$ cat config.mk
export PLATFORM = sky130hd
export DESIGN_NAME = arp_request_parser_flat
export DESIGN_NICKNAME = d
export VERILOG_FILES = /design/src/rtl/arp_request_parser_if.sv /design/src/rtl/arp_request_parser.sv /design/src/flat_wrapper.sv
export SDC_FILE = /design/constraint.sdc
export NUM_CORES = 1
export LEC_CHECK = 0
export BUFFER_PORTS_ARGS = -buffer_cell sky130_fd_sc_hd__buf_2
export CORE_UTILIZATION = 57
export CTS_BUF_LIST = sky130_fd_sc_hd__clkbuf_8
export CTS_CLUSTER_SIZE = 25
export DETAILED_ROUTE_END_ITERATION = 6
export PLACE_DENSITY = 0.82
export REMOVE_ABC_BUFFERS = 1
export SYNTH_ARGS = -nofsm -noshare
export SYNTH_HDL_FRONTEND = slang
export SYNTH_SLANG_ARGS = --single-unit
$ cat constraint.sdc
create_clock -name clock -period 4.67 [get_ports clock]
set_input_delay 0.934 -clock clock [delete_from_list [all_inputs] [get_ports clock]]
set_output_delay 0.934 -clock clock [all_outputs]
set_load 0.05 [all_outputs]
$ cat src/rtl/arp_request_parser_if.sv
// rtl/arp_request_parser_if.sv - MII receive nibble bus between PHY and ARP request parser
//
// Signals:
//   rx_dv  receive data valid
//   rx_er  receive error
//   rxd    receive nibble, low nibble of each byte first
// Modports:
//   master  PHY side, drives the bus
//   slave   parser side, samples the bus

interface arp_request_parser_if;
    logic       rx_dv;
    logic       rx_er;
    logic [3:0] rxd;

    modport master (output rx_dv, output rx_er, output rxd);
    modport slave  (input  rx_dv, input  rx_er, input  rxd);
endinterface

$ cat src/rtl/arp_request_parser.sv
// rtl/arp_request_parser.sv - detects ARP requests for the board IP on an MII receive stream
//
// Ports:
//   clock      receive clock, shared with the answer former
//   reset_n    asynchronous active-low reset
//   mii        MII receive bus (rx_dv, rx_er, rxd)
//   BOARD_MAC  board MAC address, quasi-static
//   BOARD_IP   board IP address, quasi-static
//   tx_busy    answer former transmitting; holds the request pulse off
//   PC_MAC     sender hardware address of the last accepted request
//   PC_IP      sender protocol address of the last accepted request
//   arp_req    one-cycle request pulse to the answer former
//   req_count  number of accepted requests, wrapping

module arp_request_parser #(
    parameter int MIN_PREAMBLE = 7,
    parameter int MIN_FRAME    = 64,
    parameter int LEN_W        = 11
) (
    input  logic                 clock,
    input  logic                 reset_n,
    arp_request_parser_if.slave  mii,
    input  logic [47:0]          BOARD_MAC,
    input  logic [31:0]          BOARD_IP,
    input  logic                 tx_busy,
    output logic [47:0]          PC_MAC,
    output logic [31:0]          PC_IP,
    output logic                 arp_req,
    output logic [15:0]          req_count
);

    typedef enum logic [2:0] {IDLE, PREAMBLE, DATA, WAIT_END, DROP} state_t;

    state_t           state, state_n;
    logic [3:0]       pre_cnt, pre_cnt_n;
    logic [LEN_W-1:0] byte_cnt, byte_cnt_n;
    logic             phase, phase_n;
    logic [3:0]       lo_nib, lo_nib_n;
    logic             bcast_ok, bcast_n;
    logic             ucast_ok, ucast_n;
    logic [47:0]      sha_s, sha_n;
    logic [31:0]      spa_s, spa_n;
    logic             pending;
    logic             accept;

    logic [7:0]       cur_byte;
    logic [7:0]       exp_byte;
    logic [7:0]       mac_b;
    logic [7:0]       ip_b;
    logic             mismatch;
    int               idx;

    function automatic logic [LEN_W-1:0] sat_inc(input logic [LEN_W-1:0] v);
        return (&v) ? v : v + 1'b1;
    endfunction

    always_comb begin
        state_n    = state;
        pre_cnt_n  = pre_cnt;
        byte_cnt_n = byte_cnt;
        phase_n    = phase;
        lo_nib_n   = lo_nib;
        bcast_n    = bcast_ok;
        ucast_n    = ucast_ok;
        sha_n      = sha_s;
        spa_n      = spa_s;
        accept     = 1'b0;
        cur_byte   = {mii.rxd, lo_nib};
        idx        = int'(byte_cnt);
        exp_byte   = 8'h00;
        mac_b      = 8'h00;
        ip_b       = 8'h00;
        mismatch   = 1'b0;

        case (state)
            IDLE: begin
                byte_cnt_n = '0;
                phase_n    = 1'b0;
                bcast_n    = 1'b1;
                ucast_n    = 1'b1;
                pre_cnt_n  = 4'd0;
                if (mii.rx_dv) begin
                    if (mii.rxd == 4'h5) begin
                        state_n   = PREAMBLE;
                        pre_cnt_n = 4'd1;
                    end else begin
                        state_n = DROP;
                    end
                end
            end

            PREAMBLE: begin
                if (!mii.rx_dv) begin
                    state_n = IDLE;
                end else if (mii.rx_er) begin
                    state_n = DROP;
                end else if (mii.rxd == 4'h5) begin
                    pre_cnt_n = (pre_cnt == 4'hF) ? pre_cnt : pre_cnt + 4'd1;
                end else if (mii.rxd == 4'hD && pre_cnt >= 4'(MIN_PREAMBLE)) begin
                    state_n    = DATA;
                    byte_cnt_n = '0;
                    phase_n    = 1'b0;
                end else begin
                    state_n = DROP;
                end
            end

            DATA: begin
                if (!mii.rx_dv) begin
                    state_n = IDLE;
                end else if (mii.rx_er) begin
                    state_n = DROP;
                end else if (!phase) begin
                    lo_nib_n = mii.rxd;
                    phase_n  = 1'b1;
                end else begin
                    phase_n    = 1'b0;
                    byte_cnt_n = sat_inc(byte_cnt);
                    if (idx <= 5) begin
                        // Broadcast and unicast qualifiers are tracked separately so a
                        // destination mixing both patterns fails on both.
                        mac_b    = BOARD_MAC[8*(5-idx) +: 8];
                        bcast_n  = bcast_ok && (cur_byte == 8'hFF);
                        ucast_n  = ucast_ok && (cur_byte == mac_b);
                        mismatch = !bcast_n && !ucast_n;
                    end else if (idx >= 12 && idx <= 21) begin
                        case (idx)
                            12:      exp_byte = 8'h08;
                            13:      exp_byte = 8'h06;
                            14:      exp_byte = 8'h00;
                            15:      exp_byte = 8'h01;
                            16:      exp_byte = 8'h08;
                            17:      exp_byte = 8'h00;
                            18:      exp_byte = 8'h06;
                            19:      exp_byte = 8'h04;
                            20:      exp_byte = 8'h00;
                            default: exp_byte = 8'h01;
                        endcase
                        mismatch = (cur_byte != exp_byte);
                    end else if (idx >= 22 && idx <= 27) begin
                        sha_n = {sha_s[39:0], cur_byte};
                    end else if (idx >= 28 && idx <= 31) begin
                        spa_n = {spa_s[23:0], cur_byte};
                    end else if (idx >= 38 && idx <= 41) begin
                        ip_b     = BOARD_IP[8*(41-idx) +: 8];
                        mismatch = (cur_byte != ip_b);
                    end

                    if (mismatch) begin
                        state_n = DROP;
                    end else if (idx == 41) begin
                        state_n = WAIT_END;
                    end
                end
            end

            WAIT_END: begin
                if (!mii.rx_dv) begin
                    // An odd nibble count means a torn final byte; discard such frames.
                    if (byte_cnt >= LEN_W'(MIN_FRAME) && !phase) begin
                        accept = 1'b1;
                    end
                    state_n = IDLE;
                end else if (mii.rx_er) begin
                    state_n = DROP;
                end else if (!phase) begin
                    phase_n = 1'b1;
                end else begin
                    phase_n    = 1'b0;
                    byte_cnt_n = sat_inc(byte_cnt);
                end
            end

            DROP: begin
                if (!mii.rx_dv) begin
                    state_n = IDLE;
                end
            end

            default: state_n = IDLE;
        endcase
    end

    always_ff @(posedge clock or negedge reset_n) begin
        if (!reset_n) begin
            state    <= IDLE;
            pre_cnt  <= 4'd0;
            byte_cnt <= '0;
            phase    <= 1'b0;
            lo_nib   <= 4'd0;
            bcast_ok <= 1'b0;
            ucast_ok <= 1'b0;
            sha_s    <= 48'd0;
            spa_s    <= 32'd0;
        end else begin
            state    <= state_n;
            pre_cnt  <= pre_cnt_n;
            byte_cnt <= byte_cnt_n;
            phase    <= phase_n;
            lo_nib   <= lo_nib_n;
            bcast_ok <= bcast_n;
            ucast_ok <= ucast_n;
            sha_s    <= sha_n;
            spa_s    <= spa_n;
        end
    end

    // A pulse and a new accept on the same edge: the pulse completes and the
    // later assignment re-arms pending for the new request.
    always_ff @(posedge clock or negedge reset_n) begin
        if (!reset_n) begin
            PC_MAC    <= 48'd0;
            PC_IP     <= 32'd0;
            arp_req   <= 1'b0;
            req_count <= 16'd0;
            pending   <= 1'b0;
        end else begin
            arp_req <= 1'b0;
            if (pending && !tx_busy) begin
                arp_req <= 1'b1;
                pending <= 1'b0;
            end
            if (accept) begin
                PC_MAC    <= sha_s;
                PC_IP     <= spa_s;
                pending   <= 1'b1;
                req_count <= req_count + 16'd1;
            end
        end
    end

endmodule

$ cat src/flat_wrapper.sv
// flat-port wrapper written by rule: the top's interface ports become plain ports
module arp_request_parser_flat 
#(
    parameter int MIN_PREAMBLE = 7,
    parameter int MIN_FRAME    = 64,
    parameter int LEN_W        = 11
)
  (clock, reset_n, BOARD_MAC, BOARD_IP, tx_busy, PC_MAC, PC_IP, arp_req, req_count, mii_rx_dv, mii_rx_er, mii_rxd);
  arp_request_parser_if mii_i ();
  input  logic clock;
  input  logic reset_n;
  input  logic [47:0] BOARD_MAC;
  input  logic [31:0] BOARD_IP;
  input  logic tx_busy;
  output logic [47:0] PC_MAC;
  output logic [31:0] PC_IP;
  output logic arp_req;
  output logic [15:0] req_count;
  input wire logic [$bits(mii_i.rx_dv)-1:0] mii_rx_dv;
  input wire logic [$bits(mii_i.rx_er)-1:0] mii_rx_er;
  input wire logic [$bits(mii_i.rxd)-1:0] mii_rxd;
  assign mii_i.rx_dv = mii_rx_dv;
  assign mii_i.rx_er = mii_rx_er;
  assign mii_i.rxd = mii_rxd;
  arp_request_parser #(.MIN_PREAMBLE(MIN_PREAMBLE), .MIN_FRAME(MIN_FRAME), .LEN_W(LEN_W)) u_core (.clock(clock), .reset_n(reset_n), .mii(mii_i), .BOARD_MAC(BOARD_MAC), .BOARD_IP(BOARD_IP), .tx_busy(tx_busy), .PC_MAC(PC_MAC), .PC_IP(PC_IP), .arp_req(arp_req), .req_count(req_count));
endmodule
==> impl_metrics.env, run 1 <==
export IMPL_ctsResizeCount=0
export IMPL_die_height_um=132
export IMPL_remaining_drc_errors=2
export IMPL_grt_pass1_vias=7538
export IMPL_grt_total_usage=0.256
export IMPL_drt_total_wl_um=21800
export IMPL_cts_tree="yes"
export IMPL_startpoint_type="register"
export IMPL_synth_top_area_frac=0.529
export IMPL_post_cts_buffers=0
export IMPL_cp_end_kind="register"
export IMPL_cts_sinks=203
export IMPL_antenna_cells=0
export IMPL_slew_headroom=0.267
export IMPL_io_pins=186
export IMPL_rows=47
export IMPL_ff2ff_setup_slack_ns=0.99
export IMPL_drive_above_1_share=0.316
export IMPL_hold_class="reg -> reg"
export IMPL_tightest_slew_ns=1.10
export IMPL_grt_max_degree=123
export IMPL_slew_viol_final=0
export IMPL_vias_per_cell=5.58
export IMPL_yosys_area_top_type="dfrtp_1"
export IMPL_synth_edff_count=0
export IMPL_clkSlewWorstSetupHoldPaths_ns=0.06
export IMPL_grt_pass1_wl_um=35900
export IMPL_grt_busiest_layer="met2"
export IMPL_portBuffers=185
export IMPL_setup_ws_ns=0.991
export IMPL_num_vias=7569
export IMPL_die_w_um=132
export IMPL_setup_tns_ns=0
export IMPL_first_pass_iters=7
export IMPL_cap_violations=0
export IMPL_synth_seq_cells=203
export IMPL_postRouteAntennaNets=0
export IMPL_crit_type="reg -> reg"
export IMPL_finalCritPeriodShare=0.788
export IMPL_utilization=0.689
export IMPL_drt_initial_drc_count=567
export IMPL_critical_path_max_fanout=19
export IMPL_rsz0062_at_grt="no"
export IMPL_power_density_nw_per_um2=399
export IMPL_place_hpwl_um=14200
export IMPL_fmax_mhz=272
export IMPL_dieArea_um2=17400
export IMPL_area_delta_synth_final_pct=18.7
export IMPL_cts_htree_levels=2
export IMPL_start_util=0.581
export IMPL_cts_hold_buf=0
export IMPL_yosys_top_cells_area="dfrtp_1 53%, nand2_1 11%, mux2_2 11%"
export IMPL_min_path_cells=2
export IMPL_peakVddDrop_mv=0.234
export IMPL_met2_usage=0.439
export IMPL_globalRouteMet1Util=0.332
export IMPL_place_ws_ns=1.01
export IMPL_required_ns=5.03
export IMPL_placed_cell_area_um2=10700
export IMPL_min_delay_start="u_core.sha_s[47]"
export IMPL_syn_area_um2=9590
export IMPL_ys_warn_count=0
export IMPL_failed_checks="design-rule violations"
export IMPL_cts_buffer_depth=3
export IMPL_reg2regPathDepth=10
export IMPL_setup_viol=0
export IMPL_final_hold_viol_count=0
export IMPL_wire_per_inst_um=16.1
export IMPL_worstSkewPairLatency_ns=0.51
export IMPL_finalCriticalPeriod_ns=3.68
export IMPL_p_leak_nw=6.12
export IMPL_yosysMostFrequentCell="nand2_1"
export IMPL_cts_root_buf="clkbuf_8"
export IMPL_design_area_um2=11400
export IMPL_synth_seq_area_share=0.529
export IMPL_gp_congestion=0.865
export IMPL_yosysUniqueCellTypes=70
export IMPL_cts_inserted_buffers=34
export IMPL_antenna_found_initial=0
export IMPL_reg2reg_to="u_core.state[2]"
export IMPL_met3_usage=0.0469
export IMPL_syn_inst=939
export IMPL_core_um2=16500
export IMPL_synth_ff_type="dfrtp_1"
export IMPL_hold_end="u_core.PC_MAC[47]"
export IMPL_status="complete, but fails checks"
export IMPL_arrival_ns=4.04
export IMPL_finalClockSkew_ns=0.0143
export IMPL_nets=1214
export IMPL_grt_ovfl_total=0
export IMPL_synth_common_cells="287 x nand2_1, 203 x dfrtp_1, 94 x mux2_2"
export IMPL_r2r_start="u_core.byte_cnt[1]"
export IMPL_synthArstFlopShare=1.00
export IMPL_avgSynthCellArea_um2=10.2
==> state kept, by name (all words and copies together), names as in the netlist <==
signal            cells
u_core.pending        1
u_core.sha_s         48
u_core.pre_cnt        4
u_core.PC_MAC        48
u_core.PC_IP         32
u_core.lo_nib         4
u_core.phase          1
u_core.ucast_ok       1
u_core.bcast_ok       1
u_core.state          3
u_core.arp_req        1
u_core.byte_cnt      11
u_core.spa_s         32
u_core.req_count     16
==> critical path: stages, from the launching register on <==
cell and delay, ns:
dfrtp_1 0.34, inv_1 0.11, ha_1 0.76, mux2_1 0.39, a222oi_1 0.55, a31oi_1 0.16
o32a_1 0.32, a22o_1 0.25, nor4_2 0.39, o311a_1 0.22, a221oi_1 0.04
==> cells in the final DEF, fill, tap and decap left out, types with 3 or more instances in the layout <==
cell type	count
a21boi_0	3
a21o_1	4
a21oi_1	15
a221oi_1	6
a22oi_1	3
a31oi_1	9
and2_1	3
and3_1	6
and3b_1	3
and4_1	5
buf_2	184
buf_4	6
clkbuf_8	48
clkinv_2	5
dfrtp_1	203
ha_1	11
inv_1	20
mux2_2	94
mux2i_1	4
mux4_2	8
nand2_1	286
nand2b_1	5
nand3_1	17
nand3b_1	3
nand4_1	15
nor2_1	36
nor2b_1	5
nor3_1	14
o21ai_0	23
or3_1	4
xnor2_1	20
xor2_1	10
==> per-layer routing <==
layer	vias up	wire length, um
li1	3595	-
met1	3642	9210
met2	303	10900
met3	29	1380
met4	0	331
met5	-	0
==> layout make-up <==
type	instances	area, um^2
Clock buffer	47	647
Timing Repair Buffer	192	1000
Sequential cell	203	5080
Fill cell	1224	5140
Tap cell	220	275
Multi-Input combinational cell	668	4280
Inverter	15	56.3
Clock inverter	11	51.3
==> through the flow <==
step	hold WS [ns]	instances	total power, mW
floorplan	0.433	886	2.65
global placement	0.442	1298	2.95
detailed placement	0.447	1298	2.98
CTS	0.462	1356	4.58
global route	0.482	1356	4.77
finish	0.463	1356	4.54
==> cell families (layout without fill, tap and decap cells) <==
family | after synthesis | count (layout) | share of synthesized area
and+or+nand+nor | 422 | 422 | 0.194
DFF | 203 | 203 | 0.529
buffers and inverters | 68 | 265 | 0.0278
AOI/OAI and AO/OA | 97 | 97 | 0.0715
xor gates and xnor gates | 30 | 30 | 0.0274
muxes | 108 | 108 | 0.136
adders and majority gates | 11 | 11 | 0.0143
==> where the power goes <==
group / internal, mW / switching (mW) / total (mW) / leakage, nW
Clock: 0.892 / 0.678 / 1.57 / 0.384
Sequential: 1.81 / 0.144 / 1.95 / 2.82
Combinational: 0.448 / 0.572 / 1.02 / 2.92
Total: 3.15 / 1.39 / 4.54 / 6.12
==> worst max-delay path by stage <==
stage                             from                   to  depth (start not counted)  slack [ns]
floorplan                    mii_rx_dv  u_core.req_count[6]                          6       -3.16
global placement    u_core.byte_cnt[1]      u_core.state[2]                         10        1.12
detailed placement  u_core.byte_cnt[1]      u_core.state[2]                         10        1.01
CTS                 u_core.byte_cnt[1]      u_core.state[2]                         10        0.96
global route        u_core.byte_cnt[1]      u_core.state[2]                         10        0.68
finish              u_core.byte_cnt[1]      u_core.state[2]                         10        0.99
Power figures use the tool's default switching activity.
==> run 2: changes to the inputs <==
Settings changed: ABC_AREA set to 1, CORE_UTILIZATION 57 to 52, PLACE_DENSITY 0.82 to 0.78.
Clock period 4.67 ns to 3.2 ns, I/O delays scaled along.
==> run 2 against run 1 <==
  * The run now ends clean
  * Register-to-register slack got worse by 0.60 ns
  * Worst hold slack got worse by 0.39 ns
  * Fmax rose by 31%
  * Clock skew rose by 0.018 ns
  * Flip-flop and latch count did not move
  * First-iteration DRC count rose by 3.5%
  * Final cell count rose by 23%
  * Clock power rose by 44%
  * Sequential share of layout area fell by 1.0 points
  * Synthesized cell count rose by 31%
  * Die area rose by 13%
==> impl_metrics.env, run 2 <==
export IMPL_status="complete, no violations"
export IMPL_dieArea_um2=19600
export IMPL_die_w_um=140
export IMPL_placed_cell_area_um2=11000
export IMPL_vias_per_cell=4.99
export IMPL_grt_total_usage=0.229
export IMPL_gp_congestion=0.856
export IMPL_reg2reg_to="u_core.sha_s[33]"
export IMPL_cp_cell_sequence="inv_1 -> ha_1 -> a21oi_1 -> nor4_1 -> a2111oi_1 -> nand2_4 -> o21ai_0"
export IMPL_synthArstFlopShare=1.00
export IMPL_drt_initial_drc_count=587
export IMPL_arrival_ns=3.24
export IMPL_ys_warn_count=0
export IMPL_core_um2=18700
export IMPL_nets=1513
export IMPL_critical_path_max_fanout=96
export IMPL_finalCriticalPeriod_ns=2.80
export IMPL_avgSynthCellArea_um2=8.04
export IMPL_design_area_um2=11700
export IMPL_synth_seq_cells=203
export IMPL_power_density_nw_per_um2=487
export IMPL_io_pins=186
export IMPL_rows=50
export IMPL_setup_tns_ns=0
export IMPL_grt_max_degree=157
export IMPL_critPathTopFamily="compound AO/OA/AOI/OAI gates"
export IMPL_layoutNonFillerInstCount=1671
export IMPL_synth_ff_type="dfrtp_1"
export IMPL_syn_inst=1233
export IMPL_p_switching_mw=1.55
export IMPL_postRouteAntennaNets=0
export IMPL_place_hpwl_um=15400
export IMPL_drive_above_1_share=0.205
export IMPL_finalClockSkew_ns=0.0327
export IMPL_syn_area_um2=9910
export IMPL_crit_cells=7
export IMPL_remaining_drc_errors=0
export IMPL_yosysUniqueCellTypes=46
export IMPL_fill_cells=1637
export IMPL_final_common_cell="nand2_1"
export IMPL_grt_pass1_vias=7909
export IMPL_mostFrequentLayoutCells="341 x nand2_1, 202 x dfrtp_1, 189 x o21ai_0"
export IMPL_worstSkewPairLatency_ns=0.56
export IMPL_cap_violations=0
export IMPL_cts_htree_levels=1
export IMPL_p_sw_frac=0.272
export IMPL_synth_edff_count=0
export IMPL_power_internal_mw=4.13
export IMPL_yosys_top_cells_area="dfrtp_1 51%, nand2_1 13%, o21ai_0 9.5%"
export IMPL_cts_tree="yes"
export IMPL_final_hold_viol_count=0
export IMPL_utilization=0.623
export IMPL_slew_viol_final=0
export IMPL_p_leak_nw=6.20
export IMPL_tightest_slew_ns=0.860
export IMPL_cts_inserted_buffers=31
export IMPL_cts_sinks=203
export IMPL_antenna_found_initial=1
export IMPL_drt_total_wl_um=21800
export IMPL_cpPeakStageDelay_ns=0.62
export IMPL_cts_root_buf="clkbuf_8"
export IMPL_ff2ff_setup_slack_ns=0.40
export IMPL_yosys_area_top_type="dfrtp_1"
export IMPL_p_comb_frac=0.138
export IMPL_synth_seq_area_share=0.513
export IMPL_post_cts_buffers=0
export IMPL_wire_per_inst_um=13.1
export IMPL_grt_ovfl_total=0
export IMPL_r2r_start="u_core.byte_cnt[2]"
export IMPL_dp_cells=1614
export IMPL_synth_top_area_frac=0.513
export IMPL_portBuffers=185
export IMPL_area_delta_synth_final_pct=17.6
export IMPL_die_height_um=140
export IMPL_yosysMostFrequentCell="nand2_1"
export IMPL_largestRegisters="u_core.PC_MAC: 48 flops, u_core.sha_s: 48 flops"
export IMPL_setup_ws_ns=0.396
export IMPL_place_ws_ns=0.232
export IMPL_num_vias=8345
export IMPL_finalCritPeriodShare=0.876
export IMPL_peakVddDrop_mv=0.322
export IMPL_cp_end_kind="register"
export IMPL_rsz0062_at_grt="no"
export IMPL_fmax_mhz=357
export IMPL_hold_class="in -> async"
export IMPL_required_ns=3.63
export IMPL_crit_type="reg -> reg"
export IMPL_seqPwrFrac=0.463
export IMPL_startpoint_type="register"
export IMPL_synth_common_cells="343 x nand2_1, 203 x dfrtp_1, 189 x o21ai_0"
export IMPL_slew_headroom=0.427
export IMPL_worst_path_buf_inv=1
export IMPL_clock_power_share=0.398
export IMPL_cts_buffer_depth=3
export IMPL_worst_path_max_delay_cell="nand2_4"
export IMPL_grt_pass1_wl_um=37100
export IMPL_clkSlewWorstSetupHoldPaths_ns=0.07
export IMPL_first_pass_iters=7
export IMPL_reg2regPathDepth=7
export IMPL_setup_viol=0
export IMPL_start_util=0.530
-- run 2: cell count changes in the layout (fill, tap and decap cells not counted), sizes merged, moves of 10 or more --
cell / previous run / this run
clkbuf: 48 / 38
inv: 20 / 197
mux2: 96 / 9
nand2: 287 / 346
nand3: 17 / 60
nor2: 36 / 96
o21ai: 23 / 195
xnor2: 20 / 9
-- run 2: power groups by stage --
| stage | Combinational, mW | Clock [mW] | Sequential, mW |
|---|---|---|---|
| 2_1_floorplan | 0.449 | 0 | 2.71 |
| 3_3_place_gp | 0.767 | 0 | 2.68 |
| 3_5_place_dp | 0.784 | 0 | 2.68 |
| 4_1_cts | 0.787 | 2.31 | 2.63 |
| 5_1_grt | 0.904 | 2.41 | 2.63 |
| 6_report | 0.786 | 2.26 | 2.63 |
-- run 2: final cells by class --
class	instances	area, um^2	area share
Antenna cell	1	2.50	0.000215
Clock buffer	37	509	0.0437
Clock inverter	19	160	0.0137
Inverter	189	717	0.0615
Multi-Input combinational cell	790	3840	0.329
Sequential cell	203	5080	0.436
Tap cell	234	293	0.0251
Timing Repair Buffer	198	1060	0.0907
-- run 2: cells by family after synthesis --
kind of cell | Yosys count | share of synthesized area
adders and majority gates | 11 | 0.0139
xor gates and xnor gates | 21 | 0.0193
AOI/OAI and AO/OA | 222 | 0.117
DFF | 203 | 0.513
buffers and inverters | 240 | 0.101
muxes | 9 | 0.0102
and+or+nand+nor | 527 | 0.225
-- run 2: worst register-to-register path: cells and delay by family, from the launching register on --
kind | cells | cell delay (ns)
and+or+nand+nor | 2 | 0.68
AOI/OAI and AO/OA | 3 | 1.16
buffers and inverters | 1 | 0.16
DFF | 1 | 0.46
adders and majority gates | 1 | 0.22
-- run 2: stage by stage --
step | power (mW) | hold WS [ns]
floorplan | 3.16 | 0.344
global route | 5.95 | 0.114
CTS | 5.73 | 0.0907
detailed placement | 3.46 | 0.467
global placement | 3.44 | 0.457
finish | 5.68 | 0.0772
-- run 2: how the worst max path moves through the flow --
| stage | start | to | slack [ns] |
|---|---|---|---|
| 6_report | u_core.byte_cnt[2] | u_core.sha_s[33] | 0.40 |
| 5_1_grt | u_core.byte_cnt[2] | u_core.state[1] | 0.12 |
| 4_1_cts | u_core.byte_cnt[2] | u_core.state[0] | 0.20 |
| 3_5_place_dp | u_core.byte_cnt[2] | u_core.state[0] | 0.23 |
| 3_3_place_gp | u_core.byte_cnt[2] | u_core.state[0] | 0.30 |
| 2_1_floorplan | u_core.byte_cnt[0] | u_core.sha_s[0] | -0.21 |
-- run 2: repair_timing --
| action | in CTS | in global routing |
|---|---|---|
| setup endpoints to repair | 0 | 3 |
| resized for setup | 0 | 2 |
| hold buffers | 0 | 0 |
-- run 2: layer usage --
| metal | vias to the layer above | wire (um) | track usage |
|---|---|---|---|
| met5 | - | 0 | 0 |
| met4 | 0 | 418 | 0.0723 |
| met3 | 39 | 1170 | 0.0393 |
| met2 | 217 | 10200 | 0.379 |
| met1 | 3857 | 10000 | 0.307 |
| li1 | 4232 | - | - |
